### config.mk
export PLATFORM = sky130hd
export DESIGN_NAME = sha256_padder
export DESIGN_NICKNAME = d
export VERILOG_FILES = /design/src/rtl/sha256_pkg.sv /design/src/rtl/sha256_pad_word.sv /design/src/rtl/sha256_padder.sv
export SDC_FILE = /design/constraint.sdc
export NUM_CORES = 1
export LEC_CHECK = 0
export ABC_AREA = 1
export CORE_MARGIN = 2
export CORE_UTILIZATION = 45
export DETAILED_ROUTE_END_ITERATION = 8
export PLACE_DENSITY = 0.83
export SYNTH_ARGS = -nofsm -noshare
export SYNTH_HDL_FRONTEND = slang
export SYNTH_SLANG_ARGS = --single-unit
### constraint.sdc
create_clock -name clk_i -period 2.67 [get_ports clk_i]
set_input_delay 0.267 -clock clk_i [delete_from_list [all_inputs] [get_ports clk_i]]
set_output_delay 0.267 -clock clk_i [all_outputs]
set_load 0.005 [all_outputs]
### src/rtl/sha256_pkg.sv
// Shared definitions for the SHA-256 padding front end.
// Contents: width constants, word/block typedefs, the padder state enum and
// a helper that clamps the last-word byte count into 0..8.
package sha256_pkg;

    localparam int BlockWidth    = 512;
    localparam int DataWidth     = 64;
    localparam int LenWidth      = 64;
    localparam int WordsPerBlock = BlockWidth / DataWidth;

    typedef logic [DataWidth-1:0] sha_word_t;
    // Word 0 is the most significant word, so the array ascends from the MSB.
    typedef logic [0:WordsPerBlock-1][DataWidth-1:0] sha_block_t;

    typedef enum logic [1:0] {
        FILL      = 2'd0,
        EMIT      = 2'd1,
        EMIT_PAD  = 2'd2,
        EMIT_LAST = 2'd3
    } padder_state_e;

    // Counts above 8 mean "the whole word".
    function automatic logic [3:0] clamp_bytes(input logic [3:0] b);
        return (b > 4'd8) ? 4'd8 : b;
    endfunction

endpackage

### src/rtl/sha256_pad_word.sv
// Masks an input word to its first bytes_i bytes (big-endian, byte 0 in the
// top byte) and optionally inserts the 0x80 terminator byte right after them.
// Ports:
//   data_i  - raw message word
//   bytes_i - valid bytes, 0..8 (already clamped)
//   pad_i   - place 0x80 at byte bytes_i when it lies inside the word
//   word_o  - masked/padded word
module sha256_pad_word
    import sha256_pkg::*;
(
    input  sha_word_t  data_i,
    input  logic [3:0] bytes_i,
    input  logic       pad_i,
    output sha_word_t  word_o
);

    always_comb begin
        word_o = '0;
        for (int b = 0; b < 8; b++) begin
            if (4'(b) < bytes_i) begin
                word_o[63-8*b -: 8] = data_i[63-8*b -: 8];
            end else if (pad_i && (4'(b) == bytes_i)) begin
                word_o[63-8*b -: 8] = 8'h80;
            end
        end
    end

endmodule

### src/rtl/sha256_padder.sv
// SHA-256 message padder: packs 64-bit big-endian words into 512-bit blocks,
// appends the 0x80 terminator, zero fill and the 64-bit message bit length,
// and tags the first and last block of each message.
// Ports:
//   clk_i, rst_ni                - clock, asynchronous active-low reset
//   data_i/valid_i/ready_o       - input word stream
//   last_i, bytes_i              - final-word marker and its byte count (0..8)
//   raw_i                        - only with SHA256_PADDER_RAW_EN: message is
//                                  pre-padded, append nothing
//   block_o/block_valid_o/block_ready_i - output block handshake
//   block_first_o, block_last_o  - message boundary tags
// Optional feature macro: SHA256_PADDER_RAW_EN.
module sha256_padder
    import sha256_pkg::*;
(
    input  logic                  clk_i,
    input  logic                  rst_ni,
    input  logic [DataWidth-1:0]  data_i,
    input  logic                  valid_i,
    output logic                  ready_o,
    input  logic                  last_i,
    input  logic [3:0]            bytes_i,
`ifdef SHA256_PADDER_RAW_EN
    input  logic                  raw_i,
`endif
    output logic [BlockWidth-1:0] block_o,
    output logic                  block_valid_o,
    input  logic                  block_ready_i,
    output logic                  block_first_o,
    output logic                  block_last_o
);

    localparam int LastSlot = WordsPerBlock - 1;

    padder_state_e         state_q;
    sha_block_t            buf_q;
    logic [2:0]            wcnt_q;
    logic [LenWidth-1:0]   len_q;
    logic                  first_q;
    // Set when the block in EMIT_PAD still owes the 0x80 byte (message ended
    // exactly on a block boundary).
    logic                  pad_pending_q;

    logic                  accept;
    logic                  hs;
    logic [3:0]            nbytes;
    logic                  raw_eff;
    logic                  pad_place;
    sha_word_t             word_pad;
    logic [LenWidth-1:0]   len_d;
    logic [6:0]            pos;
    logic                  fits;

`ifdef SHA256_PADDER_RAW_EN
    logic raw_q;
    logic in_msg_q;
    // raw_i is taken from the first word; later words use the stored value.
    assign raw_eff = in_msg_q ? raw_q : raw_i;
`else
    assign raw_eff = 1'b0;
`endif

    assign ready_o       = (state_q == FILL);
    assign block_valid_o = (state_q != FILL);
    assign block_last_o  = (state_q == EMIT_LAST);
    assign block_first_o = first_q;
    assign block_o       = buf_q;

    assign accept    = valid_i && ready_o;
    assign hs        = block_valid_o && block_ready_i;
    assign nbytes    = last_i ? clamp_bytes(bytes_i) : 4'd8;
    assign pad_place = last_i && !raw_eff;
    assign len_d     = len_q + {{(LenWidth-7){1'b0}}, nbytes, 3'b000};
    // Byte offset of the terminator inside the block; it plus the 8 length
    // bytes must fit within 64 for a single closing block.
    assign pos       = {1'b0, wcnt_q, 3'b000} + {3'b000, nbytes};
    assign fits      = (pos <= 7'd55);

    sha256_pad_word u_pad_word (
        .data_i  (data_i),
        .bytes_i (nbytes),
        .pad_i   (pad_place),
        .word_o  (word_pad)
    );

    always_ff @(posedge clk_i or negedge rst_ni) begin
        if (!rst_ni) begin
            state_q       <= FILL;
            buf_q         <= '0;
            wcnt_q        <= '0;
            len_q         <= '0;
            first_q       <= 1'b1;
            pad_pending_q <= 1'b0;
`ifdef SHA256_PADDER_RAW_EN
            raw_q         <= 1'b0;
            in_msg_q      <= 1'b0;
`endif
        end else begin
            case (state_q)
                FILL: begin
                    if (accept) begin
                        buf_q[wcnt_q] <= word_pad;
                        len_q         <= len_d;
                        wcnt_q        <= wcnt_q + 3'd1;
`ifdef SHA256_PADDER_RAW_EN
                        raw_q         <= raw_eff;
                        in_msg_q      <= 1'b1;
`endif
                        if (!last_i) begin
                            if (wcnt_q == 3'(LastSlot)) state_q <= EMIT;
                        end else if (raw_eff) begin
                            state_q <= EMIT_LAST;
                        end else begin
                            // A full last word pushes the terminator into the
                            // next slot, or into the next block from slot 7.
                            if (nbytes == 4'd8 && wcnt_q != 3'(LastSlot)) begin
                                buf_q[wcnt_q + 3'd1] <= 64'h8000_0000_0000_0000;
                            end
                            pad_pending_q <= (nbytes == 4'd8) && (wcnt_q == 3'(LastSlot));
                            if (fits) begin
                                buf_q[LastSlot] <= len_d;
                                state_q         <= EMIT_LAST;
                            end else begin
                                state_q <= EMIT_PAD;
                            end
                        end
                    end
                end
                EMIT: begin
                    if (hs) begin
                        buf_q   <= '0;
                        wcnt_q  <= '0;
                        first_q <= 1'b0;
                        state_q <= FILL;
                    end
                end
                EMIT_PAD: begin
                    if (hs) begin
                        buf_q           <= '0;
                        buf_q[LastSlot] <= len_q;
                        if (pad_pending_q) buf_q[0] <= 64'h8000_0000_0000_0000;
                        pad_pending_q   <= 1'b0;
                        wcnt_q          <= '0;
                        first_q         <= 1'b0;
                        state_q         <= EMIT_LAST;
                    end
                end
                EMIT_LAST: begin
                    if (hs) begin
                        buf_q   <= '0;
                        len_q   <= '0;
                        wcnt_q  <= '0;
                        first_q <= 1'b1;
`ifdef SHA256_PADDER_RAW_EN
                        in_msg_q <= 1'b0;
`endif
                        state_q <= FILL;
                    end
                end
                default: state_q <= FILL;
            endcase
        end
    end

endmodule

# After elaboration in Yosys (flattened, before gate mapping)
# Cells that the tools add are included.
# classes
addsub	3
n_lt_le_gt_ge	14
eq_ne	21
mux	50
n_bitwise	5
n_reduce_logical	29
# ops
op	count
$mux 512	5
$pmux 512 s3	1
$bwmux 512	1
$and 504x504->504	1
$not 504->504	1
$demux 64 s3	2
$mux 64	6
$mux 8	16
$pmux 64 s2	1
$add 64x7->64	1
$eq 3x4->1 const A	4
$lt 3x4->1 const A	4
$logic_and 1x1->1	14
$ne 2x1->1 const B	6
$mux 2	5
$reduce_and 3->1	3
$eq 2x4->1 const A	2
$ge 4x4->1 const B	2
$lt 1x4->1 const A	2
$lt 2x4->1 const A	2
$lt 4x1->1 const B	2
$mux 4	2
$not 3->4	2
$or 8x8->8	1
other kinds (24)	36
# word_totals
register_bits	583
output_inout_bits	516

# Longest topological paths before layout
# Gate-level depths: netlist (run 1).
# logic_depth
word_depth	14
mapped_depth	17
mapped_depth_nobuf	17

# Modules after synthesis
# From an unflattened synthesis (run 1), not the netlist that was laid out.
# unflattened
hier_cells	3246
area_unflattened_um2	28412.2
# modules_own_cells
mod	n_inst	cells_each	area_each_um2	seq_area_each_um2
sha256_padder	1	3085	27775.4	14515.2
sha256_pad_word	1	161	636.9	0.0

# Least setup slack after synthesis (run 1)
# No wires, ideal clock.
# synth_path
kind	input port to flip-flop
from	input bytes_i[3]
to	register buf_q, in the netlist block_o[19]
arrival_time_ps	2186
required_ps	2550
path_slack_ps	365
stages	15
n_path_buf	0
path_cell_list	inv_1 > nand2_2 > nor2_1 > ha_1 > inv_1 > fa_1 > inv_1 > nand2_1 > nand2_1 > nand2_1 > nor2_1 > xor2_1 > nor2_1 > o21ai_0 > inv_1
# synth_via
elab_chain_len	12
# synth_lines
element	line_no	source
start, declared	sha256_padder.sv:22	input logic [3:0] bytes_i,
$gt 4x4->1	sha256_pkg.sv:24	return (b > 4'd8) ? 4'd8 : b;
$mux 4 *	sha256_pkg.sv:24	
$mux 4 *	sha256_padder.sv:71	assign nbytes = last_i ? clamp_bytes(bytes_i) : 4'd8;
branches (longest 6 deep; another with $add 6x4->7)	--	
$mux 512 *	sha256_padder.sv:109	if (!last_i) begin
$mux 512 *	sha256_padder.sv:101	if (accept) begin
$pmux 512 s3 *	sha256_padder.sv:99	case (state_q)
end signal, assigned by index	sha256_padder.sv:102	buf_q[wcnt_q] <= word_pad;
end signal, assigned by index	sha256_padder.sv:121	buf_q[LastSlot] <= len_d;
end signal, assigned by index	sha256_padder.sv:140	buf_q[LastSlot] <= len_q;
end, declared	sha256_padder.sv:36	sha_block_t buf_q;
# Mark *: on every way between the ends. The select of a mux whose other input is x is not followed.
# A chain may end at the register's enable or synchronous reset.

# Final worst setup path (run 1)
# layout_path
from	register state_q[0]
to	register buf_q, in the netlist block_o[167]
# layout_via
elab_chain_len	4
# layout_lines
element	line_no	source
start, declared	sha256_padder.sv:35	padder_state_e state_q;
start signal, assigned	sha256_padder.sv:88	state_q <= FILL;
start signal, assigned	sha256_padder.sv:110	if (wcnt_q == 3'(LastSlot)) state_q <= EMIT;
start signal, assigned	sha256_padder.sv:112	state_q <= EMIT_LAST;
$eq 2x2->1, or another cell as far along	sha256_padder.sv:99	
$reduce_or 2->1 (no source line), or another cell as far along	--	
$ne 2x1->1 (no source line) / $ne 2x2->1 (equally long branches)	--	
$reduce_and 3->1 (no source line)	--	
# Several ways; a longest one is shown, not always the timed one.

==> out/qor.csv, run 1 <==
stage;metric;value;unit
outcome;status;finished, final reports clean;
routing;Post-DRT Antenna Nets;0;
floorplanning;die area;61200;um^2
global_route;largest net degree at the start of global routing;123;
timing;Hold Fails Final Rpt;0;
floorplanning;Row Count;89;
yosys;synth top area cells;dfrtp_1 54%, nor2_1 8.5%, nand2_1 7.0%;
yosys;Yosys cell types;45;
cts;clock tree sinks;580;
yosys;sequential-to-total area share from yosys stat;0.544;
timing;Final Cycle Share;0.978;
global_route;routing layer with the top usage in global route;met2;
timing;Worst-Margin Slew;0.838;ns
power_and_ir_drop;Max VDD drop;902;uV
placed_design;post-DP HPWL;79.5;mm
finish;Nets;3871;
timing;Fmax;383;MHz
cts;TritonCTS clock tree;done;
yosys;Synth Register Bits;580;
finish;Area Growth Syn to Fin;37.9;%
yosys;top-area cell type share of the netlist area;0.543;
yosys;Post-synth EDFFs;0;
global_route;GRT Total Usage;0.353;
routing;Initial DRC Count;3012;
critical_path;Crit Path Class;reg -> reg;
yosys;Synthesis Warnings;0;
placed_design;Placer Congestion;1.01;
finish;Final Util;0.626;
yosys;mapped cell area;26700;um^2
floorplanning;Die W;247;um
routing;DRC;0;
critical_path;critical path capture point type;flip-flop;
cts;Clock Latency Late Sink;0.64;ns
job;max cap viols;0;
routing;via/cell ratio;5.87;
finish;fraction of layout instances using a drive strength above 1;0.0927;
finish;leading cell type in the layout, fill and taps excluded;nor2_1;
floorplanning;Ports;589;
yosys;area leader, netlist;dfrtp_1;
power_and_ir_drop;PwrDens;1230;nW/um^2
global_route;initial antenna violation count;4;
global_route;number of global-route vias before repair;26198;
routing;Detailed Routing Iterations Pass 1;7;
global_route;total grt overflow;0;
cts;clk buf depth;3;
global_route;global-route wire length before repair;163;mm
global_route;grt met3 use;0.0921;
yosys;Post-Synthesis Cells;3128;
finish;commonest non-fill, non-tap cells in the layout;605 x nor2_1, 587 x clkdlybuf4s50_1, 579 x dfrtp_1;
floorplanning;initial core utilization;0.454;
yosys;async set-reset flop share out of synthesis;1.00;
cts;clk slew on worst S/H paths;0.06;ns
placed_design;# port buffers;588;
timing;Tmin final;2.61;ns
critical_path;worst-path maximum fanout;43;
global_route;met1 Usage GRT;0.442;
yosys;syn nets;3215;
power_and_ir_drop;Power, Total;45.2;mW
timing;Setup Skew;0.0198;ns
critical_path;Critical Path Start Type;flip-flop;
routing;drt total wl;110;mm
min_path;Hold Crit Class;in -> async;
timing;Max Slew Vio Count;0;
cts;buffer type at the clock tree root;clkbuf_16;
placed_design;dpl cells;4493;
critical_path;crit path DAT;3.13;ns
yosys;Synth Flop Type;dfrtp_1;
routing;vias;27036;
cts;H-tree depth;2;
timing;Max transition margin;0.441;
floorplanning;die height;247;um
timing;Setup-failing EPs final;0;
cts;CTS buffer count;59;
power_and_ir_drop;Leak;16.1;nW
critical_path;CP required;3.19;ns
routing;wire per inst;24.0;um
floorplanning;core area;58800;um^2
finish;Finished Layout Cells;4607;
yosys;Mean Syn Cell Area;8.53;um^2
global_route;met2 GRT Util;0.541;
## worst paths after layout
kind                                             start  cells after the start                       end  slack (ns)
worst max-delay path            state_q[0]$_DFFE_PN0P_                     12  block_o[167]$_DFFE_PN0P_        0.06
worst min-delay path                            rst_ni                      2    block_o[6]$_DFFE_PN0P_        0.09
worst max register to register  state_q[0]$_DFFE_PN0P_                     12  block_o[167]$_DFFE_PN0P_        0.06
worst min register to register  block_o[5]$_DFFE_PN0P_                      2    block_o[5]$_DFFE_PN0P_        0.48
max in group asynchronous                       rst_ni                      4  block_o[345]$_DFFE_PN0P_        1.50
min in group clk_i                          data_i[60]                      3  block_o[124]$_DFFE_PN0P_        0.27
## cells in the mapped netlist (11+ instances only)
| cell | number |
|---|---|
| o21ai_0 | 350 |
| nand3_1 | 79 |
| nand4_1 | 26 |
| nand2_1 | 495 |
| buf_2 | 100 |
| a21oi_1 | 220 |
| dfrtp_1 | 579 |
| a211oi_1 | 235 |
| inv_2 | 11 |
| ha_1 | 13 |
| clkbuf_1 | 69 |
| o21ai_1 | 11 |
| o22ai_1 | 14 |
| nor2_1 | 607 |
| inv_1 | 195 |
| xor2_1 | 27 |
## critical path, cell delays in order, from the launching register on
cell	delay (ns)
dfrtp_1	0.37
inv_1	0.09
ha_1	0.23
inv_2	0.12
nand2_2	0.11
a21oi_4	0.19
nand2_4	0.19
inv_8	0.17
nand2_4	0.14
inv_4	0.18
buf_16	0.23
nor2_1	0.13
a211oi_2	0.26
## power breakdown
part | leakage (nW) | internal [mW] | total (mW) | switching (mW)
logic | 7.23 | 9.71 | 21.7 | 12.0
clock network | 1.07 | 5.57 | 9.30 | 3.72
registers | 7.80 | 11.9 | 14.3 | 2.33
## state kept, by name, summed over array words and instances, names as in the netlist
signal	count
block_o	512
pad_pending_q	1
block_first_o	1
wcnt_q	3
len_q	61
state_q	2
## what timing repair did
item / in CTS / in global routing
pin swaps: 0 / 1
hold buffers: 1 / 0
setup buffers: 0 / 1
gates resized for setup: 1 / 5
setup endpoints to repair: 1 / 63
hold endpoints to repair: 337 / 0
gates cloned: 1 / 0
## area by class of cell
type / count / area (um^2)
fillers: 4729 / 22000
inverters: 207 / 787
clock inverters: 29 / 475
diodes: 3 / 7.51
multi-input cells: 2152 / 10500
flip-flops and latches: 580 / 14500
repair buffers: 784 / 7800
clock buffers: 79 / 1710
well taps: 773 / 967
## routing by layer
metal / wire [um] / up-vias / part of all wire
li1: - / 11781 / -
met1: 40300 / 12974 / 0.36
met2: 49700 / 1829 / 0.45
met3: 12100 / 450 / 0.11
met4: 8300 / 2 / 0.075
met5: 13 / - / 0.00012
## metrics by stage
step	setup TNS (ns)	instance area (um^2)	worst slack (ns)	hold WS, ns
2_1_floorplan	0	26700	0.365	-0.0286
3_3_place_gp	-7.27	34500	-0.237	0.171
3_5_place_dp	-16.61	34500	-0.407	0.170
4_1_cts	0	36700	0.0200	0.0926
5_1_grt	-0.0465	36800	-0.0465	0.118
6_report	0	36800	0.0587	0.0892
## kinds of logic after synthesis
family                   count (synthesis)  synth area share
AND/OR/NAND/NOR                       1240             0.185
buffers and inverters                  396            0.0623
flip-flops                             580             0.544
XOR/XNOR                                29           0.00952
adder cells (fa/ha/maj)                 14           0.00685
multiplexers                             1          0.000375
AO/OA/AOI/OAI                          868             0.192
(Power assumes the default switching activity.)
==> run 2: changes to the inputs <==
--- a/config.mk
+++ b/config.mk
@@ -5,11 +5,12 @@
 export SDC_FILE = /design/constraint.sdc
 export NUM_CORES = 1
 export LEC_CHECK = 0
-export ABC_AREA = 1
+export CELL_PAD_IN_SITES_DETAIL_PLACEMENT = 2
+export CELL_PAD_IN_SITES_GLOBAL_PLACEMENT = 2
 export CORE_MARGIN = 2
-export CORE_UTILIZATION = 45
+export CORE_UTILIZATION = 30
 export DETAILED_ROUTE_END_ITERATION = 8
-export PLACE_DENSITY = 0.83
+export PLACE_DENSITY = 0.91
 export SYNTH_ARGS = -nofsm -noshare
 export SYNTH_HDL_FRONTEND = slang
 export SYNTH_SLANG_ARGS = --single-unit
==> out/qor.csv, run 2 <==
stage;metric;value;unit;change
timing;Max Slew Vio Count;0;;unchanged
floorplanning;core area;89600;um^2;+52%
yosys;count leader, synth;nand2_1;;
yosys;Synth Register Bits;580;;unchanged
yosys;Synthesis Warnings;0;;unchanged
global_route;initial antenna violation count;22;;+18
finish;commonest non-fill, non-tap cells in the layout;920 x nand2_1, 585 x clkdlybuf4s50_1, 568 x dfrtp_1;;
finish;Fillers;9350;;+98%
timing;Worst-Margin Slew;1.28;ns;+0.446 ns
global_route;number of global-route vias before repair;34192;;+31%
yosys;commonest cells in the netlist;929 x nand2_1, 579 x dfrtp_1, 485 x a21oi_1;;
cts;buffer type at the clock tree root;clkbuf_16;;
finish;leading cell type in the layout, fill and taps excluded;nand2_1;;
routing;Initial DRC Count;3493;;+16%
power_and_ir_drop;Leak;16.4;nW;+1.6%
global_route;largest net degree at the start of global routing;80;;-35%
routing;DRC;0;;unchanged
global_route;global-route wire length before repair;255;mm;+57%
placed_design;# port buffers;588;;unchanged
yosys;Post-Synth XOR/XNOR Area;0.0126;;+0.00311
finish;post-route cell area;39800;um^2;+8.2%
finish;Largest register FFs;512;;unchanged
floorplanning;die height;304;um;+23%
timing;Setup-failing EPs final;41;;+41
floorplanning;Row Count;110;;+24%
yosys;async set-reset flop share out of synthesis;1.00;;unchanged
cts;CTS buffer count;72;;+22%
cts;Clock Latency Late Sink;0.63;ns;about the same
finish;Final Util;0.444;;-0.182
outcome;status;finished with violations;;
timing;RSZ-0062 raised after global routing;yes;;
critical_path;Critical Path Start Type;flip-flop;;
power_and_ir_drop;Max VDD drop;717;uV;-21%
yosys;post-synthesis adder-cell area fraction;0.00676;;-0.0000903
yosys;top-area cell type share of the netlist area;0.536;;-0.00717
job;max cap viols;0;;unchanged
timing;Max transition margin;0.142;;-0.299
finish;Finished Layout Cells;5079;;+10%
timing;Fmax;354;MHz;-7.5%
placed_design;Place WS;-0.749;ns;-0.341 ns
cts;clock tree sinks;580;;unchanged
yosys;Mean Syn Cell Area;8.64;um^2;+1.3%
floorplanning;Die W;304;um;+23%
critical_path;critical path capture point type;flip-flop;;
timing;Tmin final;2.82;ns;+0.210 ns
min_path;Hold Crit Class;in -> async;;
critical_path;crit path DAT;3.29;ns;+0.16 ns
yosys;area leader, netlist;dfrtp_1;;
power_and_ir_drop;sw power;22.2;mW;+23%
floorplanning;die area;92500;um^2;+51%
power_and_ir_drop;Clock power frac;0.205;;about the same
power_and_ir_drop;Comb power frac;0.511;;+0.032
yosys;main combinational cell family by area after synthesis;simple AND/OR/NAND/NOR gates;;
placed_design;Placer Congestion;0.895;;-12%
timing;Final Cycle Share;1.06;;+0.0788
power_and_ir_drop;Int Pwr;26.4;mW;-2.9%
yosys;synth top area cells;dfrtp_1 54%, nand2_1 13%, a21oi_1 9.0%;;
placed_design;placed inst area;36800;um^2;+6.7%
critical_path;Crit Path Class;reg -> reg;;
finish;fraction of layout instances using a drive strength above 1;0.153;;+0.0600
yosys;mapped cell area;27000;um^2;+1.3%
routing;Detailed Routing Iterations Pass 1;9;;+2
routing;drt total wl;185;mm;+67%
global_route;GRT Total Usage;0.376;;+0.0226
timing;Setup TNS;-1.55;ns;-1.55 ns
finish;Area Growth Syn to Fin;47.2;%;
routing;Post-DRT Antenna Nets;0;;unchanged
floorplanning;Ports;589;;unchanged
yosys;Synth Flop Type;dfrtp_1;;
timing;Min Hold Slack;0.177;ns;+0.0881 ns
yosys;Post-Synthesis Cells;3129;;+0.032%
cts;clk buf depth;3;;unchanged
timing;Hold Fails Final Rpt;0;;unchanged
yosys;Simple-Gate Fraction of Synth Area;0.207;;+0.0222
yosys;syn nets;3216;;+0.031%
yosys;sequential-to-total area share from yosys stat;0.537;;-0.00718
cts;TritonCTS clock tree;done;;
yosys;compound-cell area share of the yosys netlist;0.181;;-0.0109
yosys;post-synthesis mux area share;0.00903;;+0.00865
placed_design;dpl cells;4922;;+9.5%
power_and_ir_drop;Sequential Power Share;0.284;;-0.032
cts;H-tree depth;3;;+1
routing;via/cell ratio;6.20;;+5.6%
placed_design;post-DP HPWL;116;mm;+45%
routing;vias;31469;;+16%
floorplanning;initial core utilization;0.302;;-0.152
outcome;failing checks;negative setup slack;;
global_route;total grt overflow;0;;unchanged
timing;Setup Skew;0.0260;ns;+0.00629 ns
yosys;Yosys cell types;82;;+82%
critical_path;CP required;3.14;ns;-0.05 ns
power_and_ir_drop;Power, Total;48.6;mW;+7.4%
routing;wire per inst;36.4;um;+52%
power_and_ir_drop;Net Sw Frac;0.456;;+0.0578
critical_path;worst-path maximum fanout;5;;-88%
cts;clk slew on worst S/H paths;0.07;ns;about the same
power_and_ir_drop;PwrDens;1220;nW/um^2;-0.69%
finish;Nets;3931;;+1.5%
yosys;Post-synth EDFFs;0;;unchanged
timing;fin worst setup slack;-0.152;ns;-0.210 ns
## run 2: power groups by stage
stage                     Clock (mW)  Sequential (mW)  Combinational (mW)
after global routing            10.3             13.9                25.5
after CTS                       9.88             13.6                23.5
after detailed placement           0             13.6                22.2
final                           9.96             13.8                24.8
after floorplan                    0             12.9                8.23
after global placement             0             13.3                21.0
## run 2: final cells by class
type                    count  area [um^2]  share of cell area
well taps                1176         1470              0.0370
clock inverters            18          163             0.00409
inverters                  22         88.8             0.00223
repair buffers            930         9560               0.240
flip-flops and latches    580        14500               0.365
multi-input cells        2238        11900               0.298
clock buffers             103         2070              0.0520
diodes                     12         30.0            0.000755
## run 2: per-layer routing
layer,wire [um],vias up,GRT usage
li1,-,12018,-
met1,67700,16147,0.436
met2,83900,2341,0.607
met3,16700,955,0.0966
met4,16600,8,0.267
met5,59,-,0
## run 2: final timing paths
| kind | from | end | slack [ns] | cells after the start |
|---|---|---|---|---|
| max | len_q[3]$_DFFE_PN0P_ | block_o[19]$_DFFE_PN0P_ | -0.15 | 9 |
| min | rst_ni | block_o[345]$_DFFE_PN0P_ | 0.18 | 2 |
| max reg2reg | len_q[3]$_DFFE_PN0P_ | block_o[19]$_DFFE_PN0P_ | -0.15 | 9 |
| min reg2reg | block_o[11]$_DFFE_PN0P_ | block_o[11]$_DFFE_PN0P_ | 0.50 | 2 |
| max in group asynchronous | rst_ni | block_o[433]$_DFFE_PN0P_ | 1.44 | 4 |
| min in group clk_i | last_i | state_q[0]$_DFFE_PN0P_ | 0.35 | 4 |
## run 2: timing repair
| item | CTS | global route |
|---|---|---|
| cloned | 4 | 6 |
| hold buffers | 1 | 0 |
| hold endpoints to repair | 46 | 0 |
| endpoints found under the setup margin | 375 | 445 |
| gates resized for setup | 44 | 60 |
| buffers inserted | 12 | 2 |
| pin swaps | 11 | 18 |
## run 2: worst max-delay path, cell delays in order, from the launching register on
cell and delay, ns:
dfrtp_1 0.44, ha_4 0.17, inv_2 0.04, fa_2 0.38, nand2b_4 0.19, a21o_4 0.30, nor4_4 0.27, xor2_2 0.15
a222oi_1 0.50, o21ai_1 0.22
## run 2: cells by family after synthesis
logic type	count (synthesis)
compound gates	849
xor+xnor	39
fa+ha+maj	14
buf+inv	313
flops	580
mux	22
simple gates	1312
